$ cat src/rtl/load_store_unit_pkg.sv
// -----------------------------------------------------------------------------
// load_store_unit_pkg
//
// Shared definitions for the RV32I load/store unit:
//   - data/address width
//   - funct3 width/sign encodings for loads and stores
//   - 2-bit FSM state encoding
//   - access_ok(): legality check for funct3/alignment
// -----------------------------------------------------------------------------
package load_store_unit_pkg;

    localparam int XLEN = 32;

    // funct3 width/sign encodings (RV32I LOAD/STORE)
    localparam logic [2:0] F3_B  = 3'b000;
    localparam logic [2:0] F3_H  = 3'b001;
    localparam logic [2:0] F3_W  = 3'b010;
    localparam logic [2:0] F3_BU = 3'b100;
    localparam logic [2:0] F3_HU = 3'b101;

    typedef enum logic [1:0] {
        ST_IDLE   = 2'b00,
        ST_REQ    = 2'b01,
        ST_WAIT_R = 2'b10
    } lsu_state_e;

    // True when funct3 is a defined width and the address is naturally
    // aligned for that width. Bytes are always aligned.
    function automatic logic access_ok(input logic [2:0] funct3,
                                       input logic [1:0] addr_lo);
        logic ok;
        case (funct3)
            F3_B, F3_BU: ok = 1'b1;
            F3_H, F3_HU: ok = ~addr_lo[0];
            F3_W:        ok = (addr_lo == 2'b00);
            default:     ok = 1'b0;
        endcase
        return ok;
    endfunction

endpackage

$ cat src/rtl/load_store_unit_if.sv
// -----------------------------------------------------------------------------
// load_store_unit_if
//
// Bundles the three channels around the load/store unit:
//   ex_*   : execute-stage op presentation (valid/ready handshake)
//   mem_*  : data-memory request (req/gnt) and read response (rvalid/rdata)
//   wb_*   : load writeback pulse, plus the misalign reject pulse
//
// Modports:
//   slave  : the load/store unit's view
//   master : the surrounding pipeline/memory view (drives the unit's inputs)
// -----------------------------------------------------------------------------
interface load_store_unit_if;
    import load_store_unit_pkg::*;

    // Execute stage
    logic            ex_valid;
    logic            ex_ready;
    logic            ex_is_store;
    logic [2:0]      ex_funct3;
    logic [XLEN-1:0] ex_addr;
    logic [XLEN-1:0] ex_wdata;
    logic [4:0]      ex_rd;

    // Memory request / response
    logic            mem_req;
    logic            mem_gnt;
    logic            mem_we;
    logic [XLEN-1:0] mem_addr;
    logic [3:0]      mem_be;
    logic [XLEN-1:0] mem_wdata;
    logic            mem_rvalid;
    logic [XLEN-1:0] mem_rdata;

    // Writeback / status
    logic            wb_valid;
    logic [4:0]      wb_rd;
    logic [XLEN-1:0] wb_data;
    logic            misalign;

    modport slave (
        input  ex_valid, ex_is_store, ex_funct3, ex_addr, ex_wdata, ex_rd,
        output ex_ready,
        output mem_req, mem_we, mem_addr, mem_be, mem_wdata,
        input  mem_gnt, mem_rvalid, mem_rdata,
        output wb_valid, wb_rd, wb_data, misalign
    );

    modport master (
        output ex_valid, ex_is_store, ex_funct3, ex_addr, ex_wdata, ex_rd,
        input  ex_ready,
        input  mem_req, mem_we, mem_addr, mem_be, mem_wdata,
        output mem_gnt, mem_rvalid, mem_rdata,
        input  wb_valid, wb_rd, wb_data, misalign
    );

endinterface

$ cat src/rtl/load_store_unit_load_align.sv
// -----------------------------------------------------------------------------
// load_align
//
// Combinational load-data formatter. Picks the addressed byte/halfword out of
// the 32-bit memory word and sign- or zero-extends it according to funct3.
//
// Ports:
//   i_addr_lo [1:0]  : byte offset of the load within the word
//   i_funct3  [2:0]  : load width/sign (B, H, W, BU, HU)
//   i_rdata   [31:0] : raw word returned by memory
//   o_data    [31:0] : register-file ready value
// -----------------------------------------------------------------------------
module load_align
    import load_store_unit_pkg::*;
(
    input  logic [1:0]      i_addr_lo,
    input  logic [2:0]      i_funct3,
    input  logic [XLEN-1:0] i_rdata,
    output logic [XLEN-1:0] o_data
);

    logic [7:0]  w_byte;
    logic [15:0] w_half;

    // Lane select: byte by full offset, halfword by offset bit 1
    always_comb begin
        // NOTE: every output of a combinational block gets a value on every
        // path (here via the default arm / up-front defaults); a missed path
        // would infer a latch.
        case (i_addr_lo)
            2'd0:    w_byte = i_rdata[7:0];
            2'd1:    w_byte = i_rdata[15:8];
            2'd2:    w_byte = i_rdata[23:16];
            default: w_byte = i_rdata[31:24];
        endcase
        w_half = i_addr_lo[1] ? i_rdata[31:16] : i_rdata[15:0];
    end

    always_comb begin
        case (i_funct3)
            F3_B:    o_data = {{24{w_byte[7]}}, w_byte};
            F3_BU:   o_data = {24'b0, w_byte};
            F3_H:    o_data = {{16{w_half[15]}}, w_half};
            F3_HU:   o_data = {16'b0, w_half};
            default: o_data = i_rdata;   // W
        endcase
    end

endmodule

$ cat src/rtl/load_store_unit.sv
// -----------------------------------------------------------------------------
// load_store_unit
//
// RV32I load/store unit sitting between the execute stage and a req/gnt data
// memory. One op in flight at a time:
//   IDLE   : ex_ready = 1; an accepted legal op is latched and moves to REQ,
//            an illegal/misaligned op is dropped with a one-cycle misalign
//   REQ    : mem_req = 1 with fields held until mem_gnt
//            (store -> IDLE, load -> WAIT_R)
//   WAIT_R : wait for mem_rvalid, then register the formatted load result and
//            pulse wb_valid for one cycle
//
// Ports:
//   clk  : clock, rising edge
//   rst  : synchronous active-high reset
//   bus  : load_store_unit_if.slave (ex_*, mem_*, wb_*, misalign)
// -----------------------------------------------------------------------------
module load_store_unit
    import load_store_unit_pkg::*;
(
    input  logic              clk,
    input  logic              rst,
    load_store_unit_if.slave  bus
);

    // FSM
    lsu_state_e r_state;
    lsu_state_e w_state_next;

    // Latched op
    logic [2:0]      r_funct3;
    logic [1:0]      r_addr_lo;
    logic [4:0]      r_rd;

    // Memory request fields
    logic            r_mem_we;
    logic [XLEN-1:0] r_mem_addr;
    logic [3:0]      r_mem_be;
    logic [XLEN-1:0] r_mem_wdata;

    // Writeback / status
    logic            r_wb_valid;
    logic [4:0]      r_wb_rd;
    logic [XLEN-1:0] r_wb_data;
    logic            r_misalign;

    // Combinational controls
    logic            w_ex_ready;
    logic            w_mem_req;
    logic            w_accept;
    logic            w_legal;
    logic            w_capture;
    logic            w_load_done;
    logic [3:0]      w_be;
    logic [XLEN-1:0] w_wdata;
    logic [XLEN-1:0] w_load_data;

    assign w_legal = access_ok(bus.ex_funct3, bus.ex_addr[1:0]);

    // ------------------------------------------------------------------
    // State register
    // ------------------------------------------------------------------
    always_ff @(posedge clk) begin
        // NOTE: clocked state uses non-blocking (<=) so every register
        // samples pre-edge values regardless of statement order.
        if (rst) begin
            r_state <= ST_IDLE;
        end else begin
            r_state <= w_state_next;
        end
    end

    // ------------------------------------------------------------------
    // Next state and handshake outputs
    // ------------------------------------------------------------------
    always_comb begin
        w_state_next = r_state;
        w_ex_ready   = 1'b0;
        w_mem_req    = 1'b0;
        w_accept     = 1'b0;
        w_capture    = 1'b0;
        w_load_done  = 1'b0;

        case (r_state)
            ST_IDLE: begin
                w_ex_ready = 1'b1;
                if (bus.ex_valid) begin
                    w_accept = 1'b1;
                    // Illegal ops are consumed but never reach memory
                    if (w_legal) begin
                        w_capture    = 1'b1;
                        w_state_next = ST_REQ;
                    end
                end
            end
            ST_REQ: begin
                w_mem_req = 1'b1;
                if (bus.mem_gnt) begin
                    w_state_next = r_mem_we ? ST_IDLE : ST_WAIT_R;
                end
            end
            ST_WAIT_R: begin
                if (bus.mem_rvalid) begin
                    w_load_done  = 1'b1;
                    w_state_next = ST_IDLE;
                end
            end
            default: begin
                w_state_next = ST_IDLE;
            end
        endcase
    end

    // ------------------------------------------------------------------
    // Byte enables and store-lane replication from the presented op.
    // Memory writes whichever lanes are enabled, so replicating the
    // narrow datum into every lane removes any shifter on the store path.
    // ------------------------------------------------------------------
    always_comb begin
        w_be    = 4'b1111;
        w_wdata = bus.ex_wdata;
        case (bus.ex_funct3)
            F3_B, F3_BU: begin
                w_be    = 4'b0001 << bus.ex_addr[1:0];
                w_wdata = {4{bus.ex_wdata[7:0]}};
            end
            F3_H, F3_HU: begin
                w_be    = 4'b0011 << bus.ex_addr[1:0];
                w_wdata = {2{bus.ex_wdata[15:0]}};
            end
            default: begin
            end
        endcase
    end

    // ------------------------------------------------------------------
    // Load data formatting
    // ------------------------------------------------------------------
    load_align u_load_align (
        .i_addr_lo (r_addr_lo),
        .i_funct3  (r_funct3),
        .i_rdata   (bus.mem_rdata),
        .o_data    (w_load_data)
    );

    // ------------------------------------------------------------------
    // Datapath registers
    // ------------------------------------------------------------------
    always_ff @(posedge clk) begin
        if (rst) begin
            r_funct3    <= F3_B;
            r_addr_lo   <= 2'b00;
            r_rd        <= 5'd0;
            r_mem_we    <= 1'b0;
            r_mem_addr  <= '0;
            r_mem_be    <= 4'b0000;
            r_mem_wdata <= '0;
            r_wb_valid  <= 1'b0;
            r_wb_rd     <= 5'd0;
            r_wb_data   <= '0;
            r_misalign  <= 1'b0;
        end else begin
            // Both are single-cycle pulses: set only by the triggering cycle
            r_misalign <= w_accept & ~w_legal;
            r_wb_valid <= w_load_done;

            if (w_capture) begin
                r_funct3    <= bus.ex_funct3;
                r_addr_lo   <= bus.ex_addr[1:0];
                r_rd        <= bus.ex_rd;
                r_mem_we    <= bus.ex_is_store;
                r_mem_addr  <= {bus.ex_addr[XLEN-1:2], 2'b00};
                r_mem_be    <= w_be;
                r_mem_wdata <= w_wdata;
            end

            if (w_load_done) begin
                r_wb_data <= w_load_data;
                r_wb_rd   <= r_rd;
            end
        end
    end

    // ------------------------------------------------------------------
    // Interface outputs
    // ------------------------------------------------------------------
    assign bus.ex_ready  = w_ex_ready;
    assign bus.mem_req   = w_mem_req;
    assign bus.mem_we    = r_mem_we;
    assign bus.mem_addr  = r_mem_addr;
    assign bus.mem_be    = r_mem_be;
    assign bus.mem_wdata = r_mem_wdata;
    assign bus.wb_valid  = r_wb_valid;
    assign bus.wb_rd     = r_wb_rd;
    assign bus.wb_data   = r_wb_data;
    assign bus.misalign  = r_misalign;

endmodule

$ cat src/flat_wrapper.sv
// flat-port wrapper written by rule: the top's interface ports become plain ports
module load_store_unit_flat import load_store_unit_pkg::*;
  (clk, rst, bus_ex_valid, bus_ex_is_store, bus_ex_funct3, bus_ex_addr, bus_ex_wdata, bus_ex_rd, bus_ex_ready, bus_mem_req, bus_mem_we, bus_mem_addr, bus_mem_be, bus_mem_wdata, bus_mem_gnt, bus_mem_rvalid, bus_mem_rdata, bus_wb_valid, bus_wb_rd, bus_wb_data, bus_misalign);
  load_store_unit_if bus_i ();
  input  logic clk;
  input  logic rst;
  input wire logic [$bits(bus_i.ex_valid)-1:0] bus_ex_valid;
  input wire logic [$bits(bus_i.ex_is_store)-1:0] bus_ex_is_store;
  input wire logic [$bits(bus_i.ex_funct3)-1:0] bus_ex_funct3;
  input wire logic [$bits(bus_i.ex_addr)-1:0] bus_ex_addr;
  input wire logic [$bits(bus_i.ex_wdata)-1:0] bus_ex_wdata;
  input wire logic [$bits(bus_i.ex_rd)-1:0] bus_ex_rd;
  output wire logic [$bits(bus_i.ex_ready)-1:0] bus_ex_ready;
  output wire logic [$bits(bus_i.mem_req)-1:0] bus_mem_req;
  output wire logic [$bits(bus_i.mem_we)-1:0] bus_mem_we;
  output wire logic [$bits(bus_i.mem_addr)-1:0] bus_mem_addr;
  output wire logic [$bits(bus_i.mem_be)-1:0] bus_mem_be;
  output wire logic [$bits(bus_i.mem_wdata)-1:0] bus_mem_wdata;
  input wire logic [$bits(bus_i.mem_gnt)-1:0] bus_mem_gnt;
  input wire logic [$bits(bus_i.mem_rvalid)-1:0] bus_mem_rvalid;
  input wire logic [$bits(bus_i.mem_rdata)-1:0] bus_mem_rdata;
  output wire logic [$bits(bus_i.wb_valid)-1:0] bus_wb_valid;
  output wire logic [$bits(bus_i.wb_rd)-1:0] bus_wb_rd;
  output wire logic [$bits(bus_i.wb_data)-1:0] bus_wb_data;
  output wire logic [$bits(bus_i.misalign)-1:0] bus_misalign;
  assign bus_i.ex_valid = bus_ex_valid;
  assign bus_i.ex_is_store = bus_ex_is_store;
  assign bus_i.ex_funct3 = bus_ex_funct3;
  assign bus_i.ex_addr = bus_ex_addr;
  assign bus_i.ex_wdata = bus_ex_wdata;
  assign bus_i.ex_rd = bus_ex_rd;
  assign bus_ex_ready = bus_i.ex_ready;
  assign bus_mem_req = bus_i.mem_req;
  assign bus_mem_we = bus_i.mem_we;
  assign bus_mem_addr = bus_i.mem_addr;
  assign bus_mem_be = bus_i.mem_be;
  assign bus_mem_wdata = bus_i.mem_wdata;
  assign bus_i.mem_gnt = bus_mem_gnt;
  assign bus_i.mem_rvalid = bus_mem_rvalid;
  assign bus_i.mem_rdata = bus_mem_rdata;
  assign bus_wb_valid = bus_i.wb_valid;
  assign bus_wb_rd = bus_i.wb_rd;
  assign bus_wb_data = bus_i.wb_data;
  assign bus_misalign = bus_i.misalign;
  load_store_unit u_core (.clk(clk), .rst(rst), .bus(bus_i));
endmodule
$ cat config.mk
export PLATFORM = sky130hd
export DESIGN_NAME = load_store_unit_flat
export DESIGN_NICKNAME = d
export VERILOG_FILES = /design/src/rtl/load_store_unit_pkg.sv /design/src/rtl/load_store_unit_if.sv /design/src/rtl/load_store_unit_load_align.sv /design/src/rtl/load_store_unit.sv /design/src/flat_wrapper.sv
export SDC_FILE = /design/constraint.sdc
export NUM_CORES = 1
export LEC_CHECK = 0
export BUFFER_PORTS_ARGS = -buffer_cell sky130_fd_sc_hd__buf_2
export CAP_MARGIN = 20
export CORE_MARGIN = 2
export CORE_UTILIZATION = 30
export CTS_CLUSTER_SIZE = 12
export DETAILED_ROUTE_END_ITERATION = 10
export GPL_TIMING_DRIVEN = 0
export MAX_ROUTING_LAYER = met4
export PLACE_DENSITY_LB_ADDON = 0.08
export RECOVER_POWER = 100
export SYNTH_ARGS = -nofsm -noshare
export SYNTH_HDL_FRONTEND = slang
export SYNTH_SLANG_ARGS = --single-unit
$ cat constraint.sdc
create_clock -name clk -period 2 [get_ports clk]
set_input_delay 0.6 -clock clk [delete_from_list [all_inputs] [get_ports clk]]
set_output_delay 0.6 -clock clk [all_outputs]
set_load 0.01 [all_outputs]
==> impl_metrics.yaml <==
critical_path:
  slowest_delay_ns: 0.45
  path_class: "reg -> out"
  crit_buf_inv: 1
  critPathSlowestCell: "dfxtp_1"
  cp-start-kind: "register"
  crit_family: "flip-flops"
  worstPathArrival_ns: 1.30
  critPathMaxFanout: 8
  worst_ep_required_time_ns: 1.40
  cp-end-kind: "output port"
  path_cells: "nor2b_1 > clkbuf_2"
drt:
  ant_nets: 0
  drc_errors: 0
  vias: 5239
  drtPass1Iterations: 4
  totalWireLength_mm: 17.7
  drt-vias-per-instance: 4.82
  wl_per_cell_um: 16.3
  drt-initial-drc-count: 223
yosys:
  synth_seq_area_share: 0.474
  syn_inst: 617
  synth_edf_count: 0
  syn_area_per_cell_um2: 8.08
  yosysTopAreaCellShare: 0.474
  ys_ff_latch: 118
  syn-cell-area_um2: 4980
  ys.flop_type: "dfxtp_1"
  yosysWarnings: 0
  synth_cell_types: 41
  yosys-top-cells-area: "dfxtp_1 47%, nand2_1 13%, a21oi_1 7.3%, a211oi_1 5.6%, nor2_1 3.9%"
  synth.largest_area_cell: "dfxtp_1"
  synth_async_sr_flop_share: 0
pwr:
  p_seq_frac: 0.392
  irDropWorstVdd_mv: 0.557
  powerDensity_nw_per_um2: 935
  clockPowerShare: 0.498
  total_switching_power_mw: 1.61
  power_mw: 6.38
  switching_share: 0.252
  cellLeakagePower_nw: 2.54
  internal-power_mw: 4.77
  p_comb_frac: 0.109
timing:
  period_minus_slack_ns: 1.90
  skew_ns: 0.00811
  hold_viol_final: 0
  fin_ws_ns: 0.0956
  slew_viol_final: 0
  max_freq_ghz: 0.525
  max_slew_margin: 0.546
  finalSetupViolations: 0
  min_period_over_period: 0.952
  rsz0062_at_grt: "no"
  tightest_slew_ns: 0.681
clock_network:
  cts_sinks: 118
  clk_root_buffer_cell: "clkbuf_16"
  cts_setup_buffers: 0
  htree_levels: 4
  cts_tree: "yes"
  insertion_delay_ns: 0.41
  clk_pin_slew_ns: 0.06
  cts_made_buffers: 17
  cts_buffer_depth: 2
grt:
  grt_pass1_wl_mm: 27.8
  antenna_found_initial: 1
  overflow: 0
  grt_max_degree: 17
  grt_pass1_vias: 5176
  grtUsageTotal: 0.208
worst_hold_path:
  hp-class: "in -> reg"
placement:
  portBuffers: 216
  placed_cells: 1054
  post-dp-hpwl_mm: 13.5
  dpl_worst_slack_ns: -0.0622
  place_congestion: 0.833
run_status:
  status: "finished clean"
floorplanning:
  num_io_pins: 220
  die_y_um: 133
  core.rowCount: 47
  dieArea_um2: 17700
  fp.dieW_um: 133
  start_util: 0.304
  coreArea_um2: 16400
final_layout:
  area_growth_pct: 36.8
  utilization: 0.416
  finalNonFillerCells: 1087
  nets: 963
  fillers: 1803
  final_common_cell: "nand2_1"
  drive_gt1_frac: 0.206
  final_cell_mix: "172 x nand2_1, 136 x clkbuf_1, 118 x buf_2, 118 x dfxtp_1, 73 x a21oi_1"
run:
  max_cap_violations: 0
routing by layer:
| layer | routed length, µm | track usage |
|---|---|---|
| met1 | 8240 | 0.267 |
| met2 | 7940 | 0.314 |
| met3 | 1200 | 0.0575 |
| met4 | 357 | 0.0717 |
| met5 | 0 | - |
per-stage QoR:
step / TNS [ns] / cell area [µm²] / hold slack (ns)
final: 0 / 6820 / 0.421
after global routing: 0 / 6820 / 0.399
after CTS: 0 / 6960 / 0.402
after detailed placement: -0.830 / 6340 / 0.444
after global placement: -0.430 / 6340 / 0.439
after floorplan: 0 / 4990 / 0.432
cell type report:
type                       instances  area (µm²)  share of cell area
inverter                           3        11.3             0.00165
tap                              220         275              0.0404
timing repair buffer             216         946               0.139
clock buffer                      21         470              0.0690
multi-input combinational        446        2370               0.348
antenna                            1        2.50            0.000367
clock inverter                    11         148              0.0216
sequential                       118        2360               0.346
buffer                            51         235              0.0345
worst paths after layout:
path | from | end | slack (ns) | cells after the start
max | u_core.r_state[0]$_SDFFE_PP0P_ | bus_mem_req | 0.1 | 2
min | bus_ex_rd[1] | u_core.r_rd[1]$_SDFFE_PP0P_ | 0.42 | 3
max reg2reg | u_core.r_state[1]$_SDFFE_PP0P_ | u_core.r_addr_lo[1]$_SDFFE_PP0P_ | 0.16 | 6
min reg2reg | u_core.bus.mem_wdata[25]$_SDFFE_PP0P_ | u_core.bus.mem_wdata[25]$_SDFFE_PP0P_ | 0.45 | 2
power groups by stage:
stage | registers (mW) | clock network, mW | logic (mW)
after floorplan | 2.58 | 0 | 0.346
after global placement | 2.55 | 0 | 0.716
after global routing | 2.51 | 3.36 | 0.776
final | 2.50 | 3.18 | 0.699
after detailed placement | 2.55 | 0 | 0.724
after CTS | 2.50 | 3.24 | 0.727
what timing repair did:
action / in CTS / in global routing
resized for setup: 0 / 1
endpoints found under the setup margin: 0 / 7
hold buffers: 0 / 0
registers in the layout, indices dropped and copies added (netlist names):
| name | flops |
|---|---|
| u_core.r_state | 2 |
| u_core.bus.wb_data | 32 |
| u_core.bus.mem_be | 4 |
| u_core.r_rd | 5 |
| u_core.bus.mem_addr | 30 |
| u_core.r_addr_lo | 2 |
| u_core.r_funct3 | 3 |
| u_core.bus.mem_we | 1 |
| u_core.bus.wb_valid | 1 |
| u_core.bus.wb_rd | 5 |
| u_core.bus.mem_wdata | 32 |
| u_core.bus.misalign | 1 |
tightest hold or removal path: stages:
cell     delay, ns
buf_2         0.09
nand2_1       0.04
a21oi_1       0.05
synthesized netlist by cell type, types with 2 or more instances:
library cell	number
a211oi_1	37
a21oi_1	73
a221oi_1	8
a311oi_1	8
a32oi_1	4
buf_2	21
buf_4	4
buf_6	2
clkbuf_1	24
dfxtp_1	118
inv_1	3
mux2_2	7
mux2i_1	19
nand2_1	172
nand2b_1	2
nand3_1	2
nand3b_1	4
nor2_1	52
nor2b_1	5
nor3_1	5
nor3b_1	2
o21ai_0	24
o41ai_1	2
or2_2	2
cell families after synthesis:
| kind of cell | synth area share |
|---|---|
| and+or+nand+nor | 0.214 |
| buffers and inverters | 0.0520 |
| DFF | 0.474 |
| muxes | 0.0585 |
| AOI/OAI and AO/OA | 0.201 |
| other | 0.000752 |
No activity file was read; power rests on OpenSTA's default activity.
